[src/rtl/cmp_search.sv]
// cmp_search: initiator side of an lt/eq/gt magnitude-compare handshake.
// Runs a successive-approximation search for the comparator's hidden operand.
// The optional per-probe timeout is enabled by defining CMP_TIMEOUT_EN.
module cmp_search #(
  parameter int unsigned W       = 4,
  parameter int unsigned TIMEOUT = 15
) (
  input  logic         clk,
  input  logic         rst,
  input  logic         start,
  output logic [W-1:0] probe,
  output logic         probe_valid,
  input  logic         cmp_valid,
  input  logic         cmp_lt,
  input  logic         cmp_eq,
  input  logic         cmp_gt,
  output logic         busy,
  output logic         done,
  output logic         found,
  output logic         error,
  output logic [W-1:0] result,
  output logic [3:0]   steps
);

  typedef enum logic [1:0] {IDLE, PROBE, SETTLE, DONE} state_t;

  state_t       state, state_nxt;
  logic [W-1:0] lo, hi;
  logic [W-1:0] lo_nxt, hi_nxt, result_nxt;
  logic         found_nxt, error_nxt;
  logic [3:0]   steps_nxt;
  logic [W:0]   sum;
  logic         verdict_ok;

`ifdef CMP_TIMEOUT_EN
  localparam int unsigned TW = $clog2(TIMEOUT + 1);
  logic [TW-1:0] wait_cnt;
  logic          timed_out;
`endif

  // One extra bit keeps lo+hi exact before halving.
  assign sum         = {1'b0, lo} + {1'b0, hi};
  assign probe       = sum[W:1];
  assign probe_valid = (state == PROBE);
  assign busy        = (state == PROBE) || (state == SETTLE);
  assign done        = (state == DONE);
  assign verdict_ok  = $onehot({cmp_lt, cmp_eq, cmp_gt});

`ifdef CMP_TIMEOUT_EN
  assign timed_out = (wait_cnt == TW'(TIMEOUT - 1));

  // Per-probe wait counter; cleared whenever the FSM is not waiting in PROBE.
  always_ff @(posedge clk) begin
    if (rst || state != PROBE || cmp_valid) begin
      wait_cnt <= '0;
    end else begin
      wait_cnt <= wait_cnt + TW'(1);
    end
  end
`endif

  // State register.
  always_ff @(posedge clk) begin
    if (rst) begin
      state <= IDLE;
    end else begin
      state <= state_nxt;
    end
  end

  // Search window and result registers.
  always_ff @(posedge clk) begin
    if (rst) begin
      lo     <= '0;
      hi     <= '1;
      found  <= 1'b0;
      error  <= 1'b0;
      result <= '0;
      steps  <= '0;
    end else begin
      lo     <= lo_nxt;
      hi     <= hi_nxt;
      found  <= found_nxt;
      error  <= error_nxt;
      result <= result_nxt;
      steps  <= steps_nxt;
    end
  end

  // Next-state and verdict decode; the probe==hi / probe==lo guards keep lo/hi in range.
  always_comb begin
    state_nxt  = state;
    lo_nxt     = lo;
    hi_nxt     = hi;
    found_nxt  = found;
    error_nxt  = error;
    result_nxt = result;
    steps_nxt  = steps;
    case (state)
      IDLE: begin
        if (start) begin
          lo_nxt     = '0;
          hi_nxt     = '1;
          found_nxt  = 1'b0;
          error_nxt  = 1'b0;
          result_nxt = '0;
          steps_nxt  = '0;
          state_nxt  = PROBE;
        end
      end
      PROBE: begin
        if (cmp_valid) begin
          steps_nxt = steps + 4'd1;
          state_nxt = DONE;
          if (!verdict_ok) begin
            error_nxt = 1'b1;
          end else if (cmp_eq) begin
            result_nxt = probe;
            found_nxt  = 1'b1;
          end else if (cmp_lt) begin
            if (probe == hi) begin
              error_nxt = 1'b1;
            end else begin
              lo_nxt    = probe + W'(1);
              state_nxt = SETTLE;
            end
          end else begin
            if (probe == lo) begin
              error_nxt = 1'b1;
            end else begin
              hi_nxt    = probe - W'(1);
              state_nxt = SETTLE;
            end
          end
        end
`ifdef CMP_TIMEOUT_EN
        else if (timed_out) begin
          error_nxt = 1'b1;
          found_nxt = 1'b0;
          state_nxt = DONE;
        end
`endif
      end
      SETTLE: begin
        state_nxt = PROBE;
      end
      DONE: begin
        state_nxt = IDLE;
      end
      default: begin
        state_nxt = IDLE;
      end
    endcase
  end

endmodule

[config.mk]
export PLATFORM = sky130hd
export DESIGN_NAME = cmp_search
export DESIGN_NICKNAME = d
export VERILOG_FILES = /design/src/rtl/cmp_search.sv
export SDC_FILE = /design/constraint.sdc
export NUM_CORES = 1
export LEC_CHECK = 0
export ABC_AREA = 1
export CAP_MARGIN = 20
export CORE_MARGIN = 2
export CORE_UTILIZATION = 50
export CTS_BUF_LIST = sky130_fd_sc_hd__clkbuf_16
export CTS_CLUSTER_SIZE = 28
export DETAILED_ROUTE_END_ITERATION = 8
export GPL_ROUTABILITY_DRIVEN = 0
export PLACE_DENSITY = 0.77
export SLEW_MARGIN = 10
export SYNTH_ARGS = -nofsm -noshare
export SYNTH_HDL_FRONTEND = slang
export SYNTH_SLANG_ARGS = --single-unit
[constraint.sdc]
create_clock -name clk -period 3.05 [get_ports clk]
set_input_delay 0.7625 -clock clk [delete_from_list [all_inputs] [get_ports clk]]
set_output_delay 0.7625 -clock clk [all_outputs]
set_load 0.005 [all_outputs]
==> impl_metrics.py, run 1 <==
metrics = {
    "cts": {
        "numClockSinks": 20,
        "clk_path_buf_depth": 2,
        "cts-buffers-inserted": 3,
        "cts_max_level": 1,
        "path_clk_slew_ps": 60,
        "cts_tree": "built",
        "cts_setup_buffers": 0,
        "cts_root_buffer": "clkbuf_16",
        "clk_latency_ps": 250,
    },
    "global_routing": {
        "grt_max_degree": 14,
        "grt_pass1_wl_um": 5750,
        "grt_pass1_vias": 1327,
        "overflow": 0,
        "antenna_found_initial": 0,
        "grt_usage_pct": 22.8,
    },
    "floorplanning": {
        "rows": 18,
        "die_y_um": 55.2,
        "start_util_pct": 52.9,
        "die_w_um": 55.2,
        "placeableCoreArea_mm2": 0.00248,
        "dieArea_mm2": 0.00305,
        "io_pins": 24,
    },
    "worst_setup_path": {
        "r2r-end": "hi[2]",
        "startpoint": "lo[1]",
        "crit_path_start_kind": "flip-flop",
        "crit_required_ps": 2290,
        "rr_worst_depth": 14,
        "rrSetupSlack_ps": 580,
        "crit_path_end_kind": "output pin",
        "r2r-start": "lo[1]",
        "cp_max_fo": 5,
        "worstSetupPathType": "reg -> out",
        "cp.arrival_ps": 2070,
        "cp-endpoint": "probe[1]",
    },
    "synthesis": {
        "post_synth.cell_area_avg_um2": 6.69,
        "synth.area.top_cells": "dfxtp_1 (31%), nand2_1 (15%), ha_1 (8.6%), a21oi_1 (8.0%), inv_1 (7.7%)",
        "ys_ff_latch": 20,
        "ys_warn_count": 0,
        "syn-num-nets": 214,
        "synthArstFlopShare_pct": 0,
        "synth_top_area_cell": "dfxtp_1",
        "ys.flop_type": "dfxtp_1",
        "yosysSeqAreaShare_pct": 30.5,
        "synth_top_area_share_pct": 30.5,
        "synth.cell_area_mm2": 0.00131,
        "syn_inst": 196,
        "yosysMostFrequentCell": "nand2_1",
        "ys_types": 22,
        "synth_edf_count": 0,
        "yosys-top-cells-count": "nand2_1 (51), inv_1 (27), a21oi_1 (21)",
    },
    "timing": {
        "rsz0062_at_grt": "false",
        "skew_ps": 1.64,
        "setup_viol": 0,
        "slew_viol_final": 0,
        "relSlewSlack_pct": 67.4,
        "worst_pin_slew_ps": 487,
        "fmax_mhz": 354,
        "hold_viol_final": 0,
        "timing.final.crit_share_pct": 92.7,
        "layout_min_cycle_time_ps": 2830,
        "whs_ps": 472,
        "tns_ps": 0,
    },
    "power_and_ir_drop": {
        "p_leak_nw": 0.800,
        "cellPowerDensity_mw_per_mm2": 994,
        "pwr-share-clk_pct": 21.5,
        "internal-power_mw": 0.981,
        "seqPwrFrac_pct": 20.5,
        "p_comb_share_pct": 57.9,
        "switchingPower_mw": 0.718,
        "switching_share_pct": 42.3,
        "ir_worst_vdd_v": 0.000804,
    },
    "final_layout": {
        "stdcell_area_mm2": 0.00171,
        "utilization_pct": 69.0,
        "area_growth_pct": 30.4,
        "drive_gt1_share_pct": 6.22,
        "fill_cells": 229,
        "nets": 244,
        "num_antenna_cells": 0,
    },
    "detailed_routing": {
        "ant_nets": 0,
        "drc": 0,
        "vias": 1381,
        "firstDrtPassIters": 4,
        "wl_per_cell_um": 13.1,
        "drt_iter0_markers": 34,
        "post_drt_via_cell_ratio": 5.42,
        "wl_um": 3350,
    },
    "placed_design": {
        "dpl.hpwl_um": 2450,
        "io_buffers": 23,
        "place_area_mm2": 0.00160,
    },
    "hold_path": {
        "holdCritPathClass": "reg -> reg",
    },
    "outcome": {
        "status": "finished clean",
    },
    "job": {
        "cap_violations": 0,
    },
}
-- power groups by stage --
stage | clock (mW) | combinational [mW] | sequential (mW)
floorplan | 0 | 0.625 | 0.345
global placement | 0 | 0.933 | 0.351
detailed placement | 0 | 0.945 | 0.353
CTS | 0.364 | 0.972 | 0.349
global route | 0.377 | 1.10 | 0.355
finish | 0.366 | 0.985 | 0.349
-- timing repair --
item                                    4_1_cts  5_1_grt
endpoints found under the setup margin        0        1
hold buffers                                  0        0
gates resized for setup                       0        1
-- logic make-up after synthesis --
family	share of synthesized area, %
AO/OA/AOI/OAI	16.9
buffers and inverters	9.06
flip-flops	30.5
adder cells (fa/ha/maj)	11.6
AND/OR/NAND/NOR	28.5
XOR/XNOR	3.34
-- metal layers --
metal  vias up  GRT usage (%)  routed length [µm]  part of all wire (%)
li1        703              -                   -                     -
met1       636           30.2                1630                    49
met2        35           37.9                1550                    46
met3         7           3.51                 129                   3.8
met4         0           6.97                  47                   1.4
met5         -              0                   0                     0
-- stage by stage --
stage / power (mW) / worst slack, ps / cells
final: 1.70 / 221 / 255
after global routing: 1.83 / 12.7 / 255
after CTS: 1.68 / 188 / 255
after detailed placement: 1.30 / 44.6 / 251
after global placement: 1.28 / 175 / 251
after floorplan: 0.970 / 792 / 196
-- state kept, by name, indices dropped and copies added, names as in the netlist --
register  cells
found         1
result        4
hi            4
error         1
state         2
steps         4
lo            4
-- how the worst min path moves through the flow --
stage / startpoint / cells past startpoint / to
6_report: result[3] / 2 / result[3]
5_1_grt: result[3] / 2 / result[3]
4_1_cts: result[3] / 2 / result[3]
3_5_place_dp: result[3] / 2 / result[3]
3_3_place_gp: error / 2 / error
2_1_floorplan: error / 2 / error
-- cell type report --
class	instances	area [µm²]	area share [%]
well taps	30	37.5	2.19
multi-input cells	145	795	46.5
clock inverters	1	30.0	1.76
inverters	28	105	6.14
flip-flops and latches	20	400	23.4
clock buffers	3	75.1	4.39
repair buffers	28	268	15.7
-- layout by cell type, fill, tap and decap left out --
master and instances:
o211ai_1 3, xor2_1 4, xnor2_1 1, inv_2 1, inv_1 27, a21oi_1 21
a211oi_1 2, a31oi_1 1, nor2_1 14, bufinv_16 1, o21ai_2 2, clkbuf_16 3
nand3_2 1, nor3_1 1, dfxtp_1 20, nand4_1 3, buf_4 5, fa_1 2
nand2_2 1, nand3_1 18, ha_1 9, and3_1 1, clkdlybuf4s50_1 23, o21ai_0 11
nand2_1 50
-- worst max-delay path, cell delays in order (launching register included) --
cell and delay (ps):
dfxtp_1 380, inv_1 90, fa_1 470, inv_1 120, nand2_1 110, nand2_2 130
clkdlybuf4s50_1 520
No activity file was read; power rests on OpenSTA's default activity.
==> run 2, diff against run 1 <==
--- a/config.mk
+++ b/config.mk
@@ -13,6 +13,7 @@
 export CTS_CLUSTER_SIZE = 28
 export DETAILED_ROUTE_END_ITERATION = 8
 export GPL_ROUTABILITY_DRIVEN = 0
+export GPL_TIMING_DRIVEN = 0
 export PLACE_DENSITY = 0.77
 export SLEW_MARGIN = 10
 export SYNTH_ARGS = -nofsm -noshare
==> run 2 against run 1 <==
Against the previous run: register-to-register slack about the same; combinational power decreased by 3.9%; global-route usage decreased by 0.63 points; count of clock-buffer cells in the layout unchanged; largest cell class unchanged; core utilization decreased by 0.40 points; sequential power about the same; fmax decreased by 3.5%; cell area decreased by 0.59%; highest routed layer unchanged; worst hold slack got worse by 6.2 ps; clock power about the same.
==> impl_metrics.py, run 2 (synthesized netlist as in run 1, its figures left out) <==
metrics = {
    "timing": {
        "setup_viol": 0,
        "layout_min_cycle_time_ps": 2930,
        "slew_viol_final": 0,
        "worst_pin_slew_ps": 485,
        "whs_ps": 466,
        "relSlewSlack_pct": 67.7,
        "setup_ws_ps": 120,
        "fmax_mhz": 341,
        "timing.final.crit_share_pct": 96.1,
        "skew_ps": 1.25,
        "hold_viol_final": 0,
    },
    "placed_design": {
        "dpl.hpwl_um": 2440,
        "placed_cells": 249,
        "pre_cts_ws_ps": -72.9,
        "io_buffers": 23,
    },
    "final_layout": {
        "fill_cells": 219,
        "drive_gt1_share_pct": 6.73,
        "num_antenna_cells": 0,
        "layout_common_cells": "nand2_1 (50), inv_1 (27), clkdlybuf4s50_1 (23)",
        "instances_no_fill": 253,
        "utilization_pct": 68.6,
        "area_growth_pct": 29.7,
        "multiInputGateArea_um2": 808,
        "final_common_cell": "nand2_1",
        "nets": 242,
        "regArea_um2": 400,
    },
    "worst_setup_path": {
        "rr_worst_depth": 14,
        "crit_required_ps": 2290,
        "cp.depth": 6,
        "crit_path_cell_trace": "inv_1, fa_1, inv_1, nand3_1, nand2_1, clkdlybuf4s50_1",
        "crit_path_end_kind": "output pin",
        "rrSetupSlack_ps": 590,
        "worstSetupPathType": "reg -> out",
        "cp_num_buf_inv": 3,
        "crit_path_start_kind": "flip-flop",
        "cp_max_fo": 5,
        "cpPeakStageDelay_ps": 540,
        "cp.arrival_ps": 2170,
        "critPathTopFamily": "buffers and inverters",
        "crit_top_cell": "inv_1",
        "critPathSlowestCell": "clkdlybuf4s50_1",
    },
    "cts": {
        "cts_tree": "built",
        "path_clk_slew_ps": 60,
        "cts_setup_buffers": 0,
        "cts-buffers-inserted": 3,
        "clk_latency_ps": 260,
        "cts_max_level": 1,
        "numClockSinks": 20,
        "clk_path_buf_depth": 2,
        "holdBufCountCts": 0,
        "cts_root_buffer": "clkbuf_16",
    },
    "floorplanning": {
        "die_y_um": 55.2,
        "dieArea_mm2": 0.00305,
        "placeableCoreArea_mm2": 0.00248,
        "start_util_pct": 52.9,
        "die_w_um": 55.2,
        "io_pins": 24,
        "rows": 18,
    },
    "hold_path": {
        "hold_depth": 2,
        "holdCritPathClass": "reg -> reg",
    },
    "detailed_routing": {
        "firstDrtPassIters": 5,
        "ant_nets": 0,
        "drt_iter0_markers": 48,
        "post_drt_via_cell_ratio": 5.47,
        "wl_per_cell_um": 13.1,
        "vias": 1385,
        "drc": 0,
        "wl_um": 3320,
    },
    "power_and_ir_drop": {
        "finalPower_mw": 1.66,
        "cellPowerDensity_mw_per_mm2": 978,
        "p_leak_nw": 0.789,
        "ir_worst_vdd_v": 0.000758,
    },
    "global_routing": {
        "overflow": 0,
        "grt_max_degree": 13,
        "grt_pass1_wl_um": 5550,
        "grt_pass1_vias": 1266,
        "antenna_found_initial": 0,
        "grt_usage_pct": 22.1,
    },
    "outcome": {
        "status": "finished clean",
    },
    "job": {
        "cap_violations": 0,
    },
}
-- run 2: cell types whose count changed in the layout (fill, tap and decap cells not counted) --
cell      before  now
a21oi_1       21   20
nor2_1        14   12
nor2_2         0    2
nand3_1       18   17
clkbuf_1       0    1
buf_2          0    2
buf_4          5    0
nand3_2        1    2
a21oi_2        0    1
-- run 2: layout make-up --
type                       instances  share of cell area [%]
tap                               30                    2.21
buffer                             3                   0.809
inverter                          28                    6.18
clock buffer                       3                    4.42
clock inverter                     1                    1.77
multi-input combinational        145                    47.5
timing repair buffer              23                    13.5
sequential                        20                    23.5
-- run 2: repair_timing --
| action | 4_1_cts | 5_1_grt |
|---|---|---|
| resized for setup | 0 | 5 |
| endpoints found under the hold margin | 0 | 0 |
| endpoints found under the setup margin | 0 | 4 |
-- run 2: final timing paths --
kind,from,to
setup / recovery,lo[1],probe[3]
hold / removal,result[0],result[0]
setup reg to reg,lo[1],hi[2]
hold reg to reg,result[0],result[0]
-- run 2: power by group --
part	internal, mW	switching [mW]	total [mW]
sequential	0.309	0.0385	0.348
combinational	0.383	0.564	0.947
clock	0.261	0.107	0.368
-- run 2: per-layer routing --
layer,routed length [µm],global-route usage [%],part of all wire [%],vias up
met5,0,0,0,-
met2,1650,38.1,50,54
met3,208,3.75,6.3,3
li1,-,-,-,695
met1,1430,28.4,43,633
met4,31,6.27,0.93,0
-- run 2: stage by stage --
| step | TNS [ps] | area [µm²] |
|---|---|---|
| 6_report | 0 | 1700 |
| 3_5_place_dp | -225 | 1580 |
| 5_1_grt | -3.79 | 1700 |
| 2_1_floorplan | 0 | 1310 |
| 4_1_cts | 0 | 1680 |
| 3_3_place_gp | -34.9 | 1580 |
-- run 2: worst register-to-register path: stages, from the launching register on --
cell and delay (ps):
dfxtp_1 380, inv_1 100, fa_1 620, inv_1 170
nand2_1 60, nand2_1 60, nand2_1 50, nor2_1 120
nand3_1 120, nor2_1 170, nand2_1 70, nand2_1 110
inv_1 110, o21ai_0 90, o211ai_1 110
